===== config.mk =====
export PLATFORM = sky130hd
export DESIGN_NAME = race_screen_controller
export DESIGN_NICKNAME = d
export VERILOG_FILES = /design/src/rtl/race_pkg.sv /design/src/rtl/race_screen_controller_btn_rise_detect.sv /design/src/rtl/race_screen_controller.sv
export SDC_FILE = /design/constraint.sdc
export NUM_CORES = 1
export LEC_CHECK = 0
export ABC_AREA = 1
export BUFFER_PORTS_ARGS = -buffer_cell sky130_fd_sc_hd__buf_4
export CORE_UTILIZATION = 40
export DETAILED_ROUTE_END_ITERATION = 10
export GPL_TIMING_DRIVEN = 1
export PLACE_DENSITY_LB_ADDON = 0.05
export SLEW_MARGIN = 25
export SYNTH_ARGS = -nofsm -noshare
export SYNTH_HDL_FRONTEND = slang
export SYNTH_HIERARCHICAL = 1
export SYNTH_SLANG_ARGS = --single-unit

===== constraint.sdc =====
create_clock -name clk -period 5.2 [get_ports clk]
set_clock_uncertainty 0.15 [all_clocks]
set_input_delay 0.26 -clock clk [delete_from_list [all_inputs] [get_ports clk]]
set_output_delay 0.26 -clock clk [all_outputs]
set_load 0.02 [all_outputs]

===== src/rtl/race_pkg.sv =====
// Shared encodings and helpers for the LED racer game sequencer.
package race_pkg;
  localparam int MAX_PLAYERS = 4;
  localparam int PLAYER_ID_W = 2;

  typedef enum logic [1:0] {
    SCREEN_MENU      = 2'b00,
    SCREEN_GAME      = 2'b01,
    SCREEN_END       = 2'b10,
    SCREEN_COUNTDOWN = 2'b11
  } screen_e;

  function automatic logic [2:0] popcount(input logic [MAX_PLAYERS-1:0] m);
    logic [2:0] c;
    c = '0;
    for (int i = 0; i < MAX_PLAYERS; i++) c = c + {2'b0, m[i]};
    return c;
  endfunction
endpackage


===== src/rtl/race_screen_controller_btn_rise_detect.sv =====
// Width-parameterised rising-edge detector; history is registered, rise is
// combinational so an edge is acted on in the same clock it arrives.
module btn_rise_detect #(
  parameter int W = 1
) (
  input  logic         clk,
  input  logic         reset,
  input  logic [W-1:0] level,
  output logic [W-1:0] rise
);
  logic [W-1:0] prev;

  always_ff @(posedge clk or negedge reset) begin
    if (!reset) prev <= '0;
    else        prev <= level;
  end

  assign rise = level & ~prev;
endmodule


===== src/rtl/race_screen_controller.sv =====
// Game sequencer: menu joins, start countdown, winner arbitration, end hold.
module race_screen_controller
  import race_pkg::*;
#(
  parameter int NUM_PLAYERS              = 4,
  parameter int COUNTDOWN_START          = 3,
  parameter int COUNTDOWN_STEP_CLK_COUNT = 1,
  parameter int MIN_PLAYERS              = 1
) (
  input  logic                   clk,
  input  logic                   reset,
  input  logic [NUM_PLAYERS-1:0] player_btn,
  input  logic                   start_btn,
  input  logic [NUM_PLAYERS-1:0] player_finished,
  input  logic                   trigger_reset_all,
  output logic [1:0]             current_screen,
  output logic [NUM_PLAYERS-1:0] active_players,
  output logic [2:0]             countdown_value,
  output logic                   game_enable,
  output logic [PLAYER_ID_W-1:0] winner_id,
  output logic                   winner_valid
);
  localparam int CNT_W = (COUNTDOWN_STEP_CLK_COUNT > 1) ? $clog2(COUNTDOWN_STEP_CLK_COUNT) : 1;
  localparam logic [CNT_W-1:0] STEP_LAST = CNT_W'(COUNTDOWN_STEP_CLK_COUNT - 1);
  localparam logic [2:0]       CD_START  = 3'(COUNTDOWN_START);

  screen_e                  state;
  logic [CNT_W-1:0]         step_cnt;
  logic [NUM_PLAYERS-1:0]   player_rise;
  logic                     start_rise;
  logic [NUM_PLAYERS-1:0]   hit;
  logic [PLAYER_ID_W-1:0]   win_idx;
  logic                     start_ok;

  btn_rise_detect #(.W(NUM_PLAYERS)) u_player_rise (
    .clk(clk), .reset(reset), .level(player_btn), .rise(player_rise)
  );

  btn_rise_detect #(.W(1)) u_start_rise (
    .clk(clk), .reset(reset), .level(start_btn), .rise(start_rise)
  );

  // Start qualification deliberately looks at the registered (pre-join) mask.
  assign start_ok = int'(popcount(MAX_PLAYERS'(active_players))) >= MIN_PLAYERS;
  assign hit      = player_finished & active_players;

  // Lowest set index wins; scan downward so the last assignment is the lowest.
  always_comb begin
    win_idx = '0;
    for (int i = NUM_PLAYERS - 1; i >= 0; i--)
      if (hit[i]) win_idx = PLAYER_ID_W'(i);
  end

  always_ff @(posedge clk or negedge reset) begin
    if (!reset) begin
      state           <= SCREEN_MENU;
      step_cnt        <= '0;
      active_players  <= '0;
      countdown_value <= '0;
      game_enable     <= 1'b0;
      winner_id       <= '0;
      winner_valid    <= 1'b0;
    end else if (trigger_reset_all) begin
      state           <= SCREEN_MENU;
      step_cnt        <= '0;
      active_players  <= '0;
      countdown_value <= '0;
      game_enable     <= 1'b0;
      winner_valid    <= 1'b0;
    end else begin
      case (state)
        SCREEN_MENU: begin
          active_players <= active_players | player_rise;
          if (start_rise && start_ok) begin
            state           <= SCREEN_COUNTDOWN;
            countdown_value <= CD_START;
            step_cnt        <= '0;
          end
        end
        SCREEN_COUNTDOWN: begin
          if (step_cnt == STEP_LAST) begin
            step_cnt <= '0;
            if (countdown_value == 3'd1) begin
              state           <= SCREEN_GAME;
              countdown_value <= '0;
              game_enable     <= 1'b1;
            end else begin
              countdown_value <= countdown_value - 3'd1;
            end
          end else begin
            step_cnt <= step_cnt + CNT_W'(1);
          end
        end
        SCREEN_GAME: begin
          if (|hit) begin
            state        <= SCREEN_END;
            winner_id    <= win_idx;
            winner_valid <= 1'b1;
            game_enable  <= 1'b0;
          end
        end
        SCREEN_END: ;
        default: state <= SCREEN_MENU;
      endcase
    end
  end

  assign current_screen = state;
endmodule


==> results of run 1 <==
[Yosys cell counts, drive strengths merged]
master	instances	area, sq um
dfrtp	18	450
or2	1	6.26
clkinv	1	5.00
o21ai	7	35.0
ha	8	100
fa	1	20.0
nand3	7	50.1
a31oi	2	12.5
a21oi	1	5.00
a22o	1	8.76
nor2	11	58.8
inv	25	96.3
nand2	36	160
nand4	3	18.8
[timing repair]
action                                  4_1_cts  5_1_grt
hold buffers                                  6        0
endpoints found under the setup margin        0        0
endpoints found under the hold margin        23        0
[per-layer routing]
layer	share of wire	vias up	GRT usage
met5	0	-	0
met4	0.0083	0	0.0526
met3	0.037	2	0.0522
met2	0.48	18	0.302
met1	0.47	379	0.213
li1	-	446	-
[power groups by stage]
stage	sequential, mW	combinational [mW]	clock (mW)
6_report	0.206	0.298	0.0895
5_1_grt	0.212	0.340	0.0978
4_1_cts	0.207	0.302	0.0926
3_5_place_dp	0.209	0.298	0
3_3_place_gp	0.208	0.293	0
2_1_floorplan	0.245	0.163	0
[sequential cells by signal, indices dropped and copies added, names as in the netlist]
register / cells
u_start_rise/prev: 1
u_player_rise/prev: 4
game_enable: 1
current_screen: 2
active_players: 4
countdown_value: 3
winner_id: 2
winner_valid: 1
[worst min-delay path by stage]
stage | cells past startpoint | endpoint | start | slack (ns)
2_1_floorplan | 0 | active_players[0]$_DFFE_PN0P_ | reset | -0.19
3_3_place_gp | 1 | winner_id[1]$_DFFE_PN0P_ | reset | -0.006
3_5_place_dp | 1 | winner_id[1]$_DFFE_PN0P_ | reset | -0.006
4_1_cts | 2 | active_players[3]$_DFFE_PN0P_ | trigger_reset_all | 0.06
5_1_grt | 2 | active_players[3]$_DFFE_PN0P_ | trigger_reset_all | 0.06
6_report | 2 | active_players[3]$_DFFE_PN0P_ | trigger_reset_all | 0.07
[worst max-delay path, cell delays in order, from the launching register on]
cell and delay, ns:
dfrtp_1 0.38, inv_1 0.08, fa_1 0.54, inv_1 0.05, ha_1 0.19, inv_1 0.06, ha_1 0.21, inv_1 0.05
nand3_1 0.06, nand2_1 0.06, nand2_1 0.07, nand2_4 0.09, nand2_2 0.08, nand2_1 0.06, o21ai_1 0.06
[area by class of cell]
class | instances | area (sq um) | share of cell area
inverters | 26 | 101 | 0.0757
repair buffers | 30 | 240 | 0.179
flip-flops and latches | 18 | 450 | 0.336
clock buffers | 4 | 36.3 | 0.0271
well taps | 28 | 35.0 | 0.0262
multi-input cells | 78 | 475 | 0.355
[logic make-up after synthesis]
kind of cell / after synthesis
compound gates: 11
simple gates: 58
flops: 18
fa+ha+maj: 9
buf+inv: 26
==> key figures, run 1 <==
Place
  – I/O Buffers: 24
  – Placed cells: 174
  – RD Place Congestion: 0.787
  – Dpl hpwl: 1500 um
  – Setup WS pre-CTS: 2.90 ns
  – DP Area: 1240 sq um

Timing
  – Final setup viols: 0
  – Actual slew at the worst max-slew pin: 0.283 ns
  – Final slew viol count: 0
  – Final WS setup: 2.89 ns
  – Setup TNS Final: 0 ns
  – Tcrit/Tclk final: 0.445
  – RSZ-0062 raised after global routing: false
  – Minimum clock period: 2.31 ns
  – Hold WS: 0.0668 ns
  – Slew HR: 0.811
  – Final hold violation count: 0
  – Max frequency: 433 MHz

Clock tree
  – Clk root buf: clkbuf_4
  – TritonCTS Buffers: 3
  – CTS tree: done
  – Worst-path clk slew: 0.11 ns
  – Post-CTS setup buffer count: 0
  – CTS resizes: 0
  – Clock H-tree levels: 1
  – Clock sinks: 18
  – Clock Tree Buf Depth: 2
  – Worst-Skew Late Latency: 0.30 ns

Logic synthesis
  – Yosys Warn Count: 6
  – Synth Instances: 122
  – Simple logic cell fraction of the synthesized area: 0.286
  – Mux share of post-synthesis cell area: 0
  – Netlist cell types: 21
  – Netlist Area Pre-Place: 1030 sq um
  – Synth Area in XOR/XNOR: 0
  – Synthesized Nets: 143
  – Flops & latches, synth: 18
  – Complex-gate fraction of the synthesized area: 0.0597
  – Sequential share of the synthesized area: 0.438
  – Avg Synthesized Cell Area: 8.42 sq um
  – Post-Synth Adder-Cell Area: 0.117
  – Largest family of logic cells by synthesized area: simple AND/OR/NAND/NOR gates

Worst setup path
  – Critical path launch point: active_players[0]$_DFFE_PN0P_
  – WP data arrival: 2.35 ns
  – CP max FO: 5
  – Reg2Reg Depth: 14
  – Worst setup path end: countdown_value[1]$_DFFE_PN0P_
  – Worst Path Required: 5.24 ns
  – CP startpoint kind: flop
  – Critical Path End Type: flop
  – Crit Path Class: flop to flop
  – R2R setup slack: 2.89 ns
  – Worst R2R End: countdown_value[1]$_DFFE_PN0P_
  – Reg2Reg Launch Point: active_players[0]$_DFFE_PN0P_

Layout
  – Post-layout nets: 178
  – Most frequent cells in the layout: 32 x nand2_1, 24 x buf_4, 23 x inv_1, 18 x dfrtp_1, 8 x ha_1
  – Fillcell total: 211
  – Layout cells sized above 1: 0.295
  – Final Util: 0.577
  – Finished Cell Area: 1340 sq um
  – ANT cells: 0
  – Most common cell after layout, fill and taps aside: nand2_1
  – Fin cells: 184
  – Area grow syn2layout: 30.3%

Floorplanning
  – Die ar.: 2770 sq um
  – Die width: 52.7 um
  – Die height: 52.7 um
  – # IOs: 25
  – Initial Util: 0.443
  – Core Area: 2320 sq um
  – Site row count: 17

Global route
  – Pin count of the biggest net entering global routing: 19
  – Vias in the first global route: 843
  – Global-route wire length before repair: 3520 um
  – GRT Total Usage: 0.177
  – Initial antenna violation count: 0
  – Global route overflow: 0

Pwr
  – Switching Share: 0.425
  – Total power: 0.593 mW
  – Leakage: 0.745 nW
  – Int Pwr: 0.341 mW
  – P_sw: 0.252 mW
  – Sequential power share: 0.347
  – Worst VDD drop: 0.000253 V
  – Power per Cell Area: 443 nW/um^2
  – Power share of the combinational group: 0.502
  – Clock Power Share: 0.151

Job
  – MaxCap Viol Count: 0

Routing
  – Routed Antenna Nets: 0
  – Routed len/inst: 10.5 um
  – Drt pass-1 iters: 4
  – Via density: 4.59
  – DRC errors left: 0
  – DRT Wirelength: 1940 um
  – Initial DRC Count: 13
  – Vias: 845

Run status
  – Status: complete, no violations

Hold path
  – Class of the worst hold path: input port to flop
Note: power is estimated with default switching activity, not from simulation.
==> inputs of run 2 (changes only) <==
==> constraint.sdc (replaced) <==
create_clock -name clk -period 2.1 [get_ports clk]
set_clock_uncertainty 0.15 [all_clocks]
set_input_delay 0.105 -clock clk [delete_from_list [all_inputs] [get_ports clk]]
set_output_delay 0.105 -clock clk [all_outputs]
set_load 0.02 [all_outputs]
==> key figures, run 2 (synthesized netlist as in run 1, its figures left out) <==
Routing
  – DRC errors left: 0 (unchanged)
  – Initial DRC Count: 8 (was 13)
  – Via density: 4.57 (was 4.59)
  – Drt pass-1 iters: 4 (unchanged)
  – Vias: 873 (was 845)
  – Routed len/inst: 10.8 um (was 10.5 um)
  – DRT Wirelength: 2060 um (was 1940 um)
  – Routed Antenna Nets: 0 (unchanged)

Layout
  – Area of the multi-input gates: 508 sq um (was 475 sq um)
  – Most common cell after layout, fill and taps aside: nand2_1 (unchanged)
  – ANT cells: 0 (unchanged)
  – Area grow syn2layout: 40.0% (was 30.3%)
  – Fillcell total: 211 (unchanged)
  – Register Area: 454 sq um (was 450 sq um)
  – Fin cells: 191 (was 184)
  – Final Util: 0.620 (was 0.577)
  – Top flop regs: active_players: 4 flops, u_player_rise/prev: 4 flops, countdown_value: 3 flops (unchanged)
  – Most frequent cells in the layout: 29 x nand2_1, 27 x buf_4, 18 x inv_1, 15 x dfrtp_1, 10 x dlygate4sd3_1 (was 32 x nand2_1, 24 x buf_4, 23 x inv_1, 18 x dfrtp_1, 8 x ha_1)
  – Layout cells sized above 1: 0.387 (was 0.295)
  – Post-layout nets: 185 (was 178)

Place
  – RD Place Congestion: 0.781 (was 0.787)
  – Dpl hpwl: 1500 um (about the same)
  – Placed cells: 177 (was 174)
  – I/O Buffers: 24 (unchanged)
  – Setup WS pre-CTS: -0.116 ns (was 2.90 ns)

Timing
  – Final WS setup: -0.0579 ns (was 2.89 ns)
  – Slew HR: 0.820 (was 0.811)
  – Tcrit/Tclk final: 1.03 (was 0.445)
  – RSZ-0062 raised after global routing: true (was false)
  – Final slew viol count: 0 (unchanged)
  – Actual slew at the worst max-slew pin: 0.269 ns (was 0.283 ns)
  – Max frequency: 463 MHz (was 433 MHz)
  – Final setup viols: 5 (was 0)
  – Final hold violation count: 0 (unchanged)
  – Minimum clock period: 2.16 ns (was 2.31 ns)

Worst setup path
  – CP startpoint kind: flop (unchanged)
  – Reg2Reg Launch Point: active_players[0]$_DFFE_PN0P_ (unchanged)
  – Worst R2R End: countdown_value[1]$_DFFE_PN0P_ (unchanged)
  – R2R setup slack: -0.06 ns (was 2.89 ns)
  – Reg2Reg Depth: 14 (unchanged)
  – CP max FO: 5 (unchanged)
  – Worst Path Required: 2.14 ns (was 5.24 ns)
  – Critical Path End Type: flop (unchanged)
  – WP data arrival: 2.19 ns (was 2.35 ns)
  – Crit Path Class: flop to flop (unchanged)

Pwr
  – Clock Power Share: 0.142 (was 0.151)
  – Power per Cell Area: 1070 nW/um^2 (was 443 nW/um^2)
  – Worst VDD drop: 0.000651 V (was 0.000253 V)
  – Power share of the combinational group: 0.528 (was 0.502)
  – Leakage: 0.779 nW (was 0.745 nW)
  – Switching Share: 0.423 (was 0.425)
  – P_sw: 0.652 mW (was 0.252 mW)
  – Int Pwr: 0.892 mW (was 0.341 mW)
  – Sequential power share: 0.330 (was 0.347)

Global route
  – Pin count of the biggest net entering global routing: 19 (unchanged)
  – Global-route wire length before repair: 3600 um (was 3520 um)
  – GRT Total Usage: 0.182 (was 0.177)
  – Vias in the first global route: 848 (was 843)
  – Initial antenna violation count: 0 (unchanged)
  – Global route overflow: 0 (unchanged)

Floorplanning
  – Core Area: 2320 sq um (unchanged)
  – Site row count: 17 (unchanged)
  – Die height: 52.7 um (unchanged)
  – # IOs: 25 (unchanged)
  – Initial Util: 0.443 (unchanged)
  – Die ar.: 2770 sq um (unchanged)
  – Die width: 52.7 um (unchanged)

Job
  – MaxCap Viol Count: 0 (unchanged)

Hold path
  – Hold path cells: 5 (was 2)
  – Worst Hold Endpoint: winner_id[0]$_DFFE_PN0P_ (was active_players[3]$_DFFE_PN0P_)
  – Hold Startpoint: player_finished[1] (was trigger_reset_all)
  – Class of the worst hold path: input port to flop (unchanged)

Clock tree
  – Clock Tree Buf Depth: 2 (unchanged)
  – Clock sinks: 18 (unchanged)
  – CTS tree: done (unchanged)
  – Clk root buf: clkbuf_4 (unchanged)
  – TritonCTS Buffers: 3 (unchanged)
  – Worst-path clk slew: 0.11 ns (about the same)
  – Clock H-tree levels: 1 (unchanged)
  – Worst-Skew Late Latency: 0.29 ns (was 0.30 ns)

Run status
  – Status: finished with violations (was complete, no violations)
  – Failing checks: negative setup slack
[run 2: cell types whose count changed in the layout (fill, tap and decap cells not counted), sizes merged]
| cell | delta |
|---|---|
| buf | +3 |
| dlygate4sd3 | +4 |
[run 2: how the worst max path moves through the flow]
stage | slack, ns | startpoint | endpoint | depth (start not counted)
after detailed placement | -0.12 | active_players[3]$_DFFE_PN0P_ | countdown_value[1]$_DFFE_PN0P_ | 14
after floorplan | -0.08 | active_players[0]$_DFFE_PN0P_ | countdown_value[0]$_DFFE_PN0P_ | 14
final | -0.06 | active_players[0]$_DFFE_PN0P_ | countdown_value[1]$_DFFE_PN0P_ | 14
after global placement | -0.06 | active_players[3]$_DFFE_PN0P_ | countdown_value[1]$_DFFE_PN0P_ | 14
after global routing | -0.21 | active_players[0]$_DFFE_PN0P_ | current_screen[0]$_DFFE_PN0P_ | 14
after CTS | -0.07 | active_players[0]$_DFFE_PN0P_ | countdown_value[1]$_DFFE_PN0P_ | 14
[run 2: power groups by stage]
| stage | Combinational, mW | Clock, mW | Sequential (mW) |
|---|---|---|---|
| floorplan | 0.418 | 0 | 0.611 |
| global placement | 0.757 | 0 | 0.515 |
| detailed placement | 0.773 | 0 | 0.519 |
| CTS | 0.813 | 0.229 | 0.512 |
| global route | 0.931 | 0.243 | 0.525 |
| finish | 0.816 | 0.219 | 0.510 |
[run 2: final cells by class]
cell class | instances | share of cell area
Sequential cell | 18 | 0.316
Clock buffer | 4 | 0.0252
Inverter | 26 | 0.0705
Tap cell | 28 | 0.0244
Multi-Input combinational cell | 78 | 0.353
Timing Repair Buffer | 37 | 0.211
[run 2: worst max-delay path, cell delays in order, from the launching register on]
cell and delay [ns]:
dfrtp_2 0.38, inv_2 0.04, fa_1 0.52, inv_1 0.04, ha_2 0.17, inv_2 0.06
ha_4 0.19, inv_2 0.04, nand3_2 0.06, nand2_2 0.06, nand2_2 0.05, nand2_4 0.09
nand2_4 0.07, nand2_1 0.05, o21ai_1 0.06
[run 2: routing by layer]
layer / global-route usage / share of wire / vias up
met3: 0.0551 / 0.029 / 2
met2: 0.325 / 0.47 / 16
met5: 0 / 0 / -
li1: - / - / 457
met1: 0.216 / 0.50 / 398
met4: 0.0263 / 0.0068 / 0
[run 2: repair_timing]
action	CTS	global route
hold buffers	10	0
endpoints found under the hold margin	29	0
pin swaps	3	1
resized for setup	5	2
setup endpoints to repair	5	5
buffers inserted	0	0
[run 2: stage by stage]
stage                     setup TNS (ns)  total power, mW  hold WS, ns  instance area (sq um)
after CTS                         -0.272             1.55      0.00401                   1430
final                             -0.219             1.54      0.00768                   1440
after detailed placement          -0.522             1.29       -0.159                   1280
after global routing              -0.973             1.70       0.0221                   1440
after floorplan                   -0.394             1.03       -0.341                   1040
after global placement            -0.265             1.27       -0.159                   1280
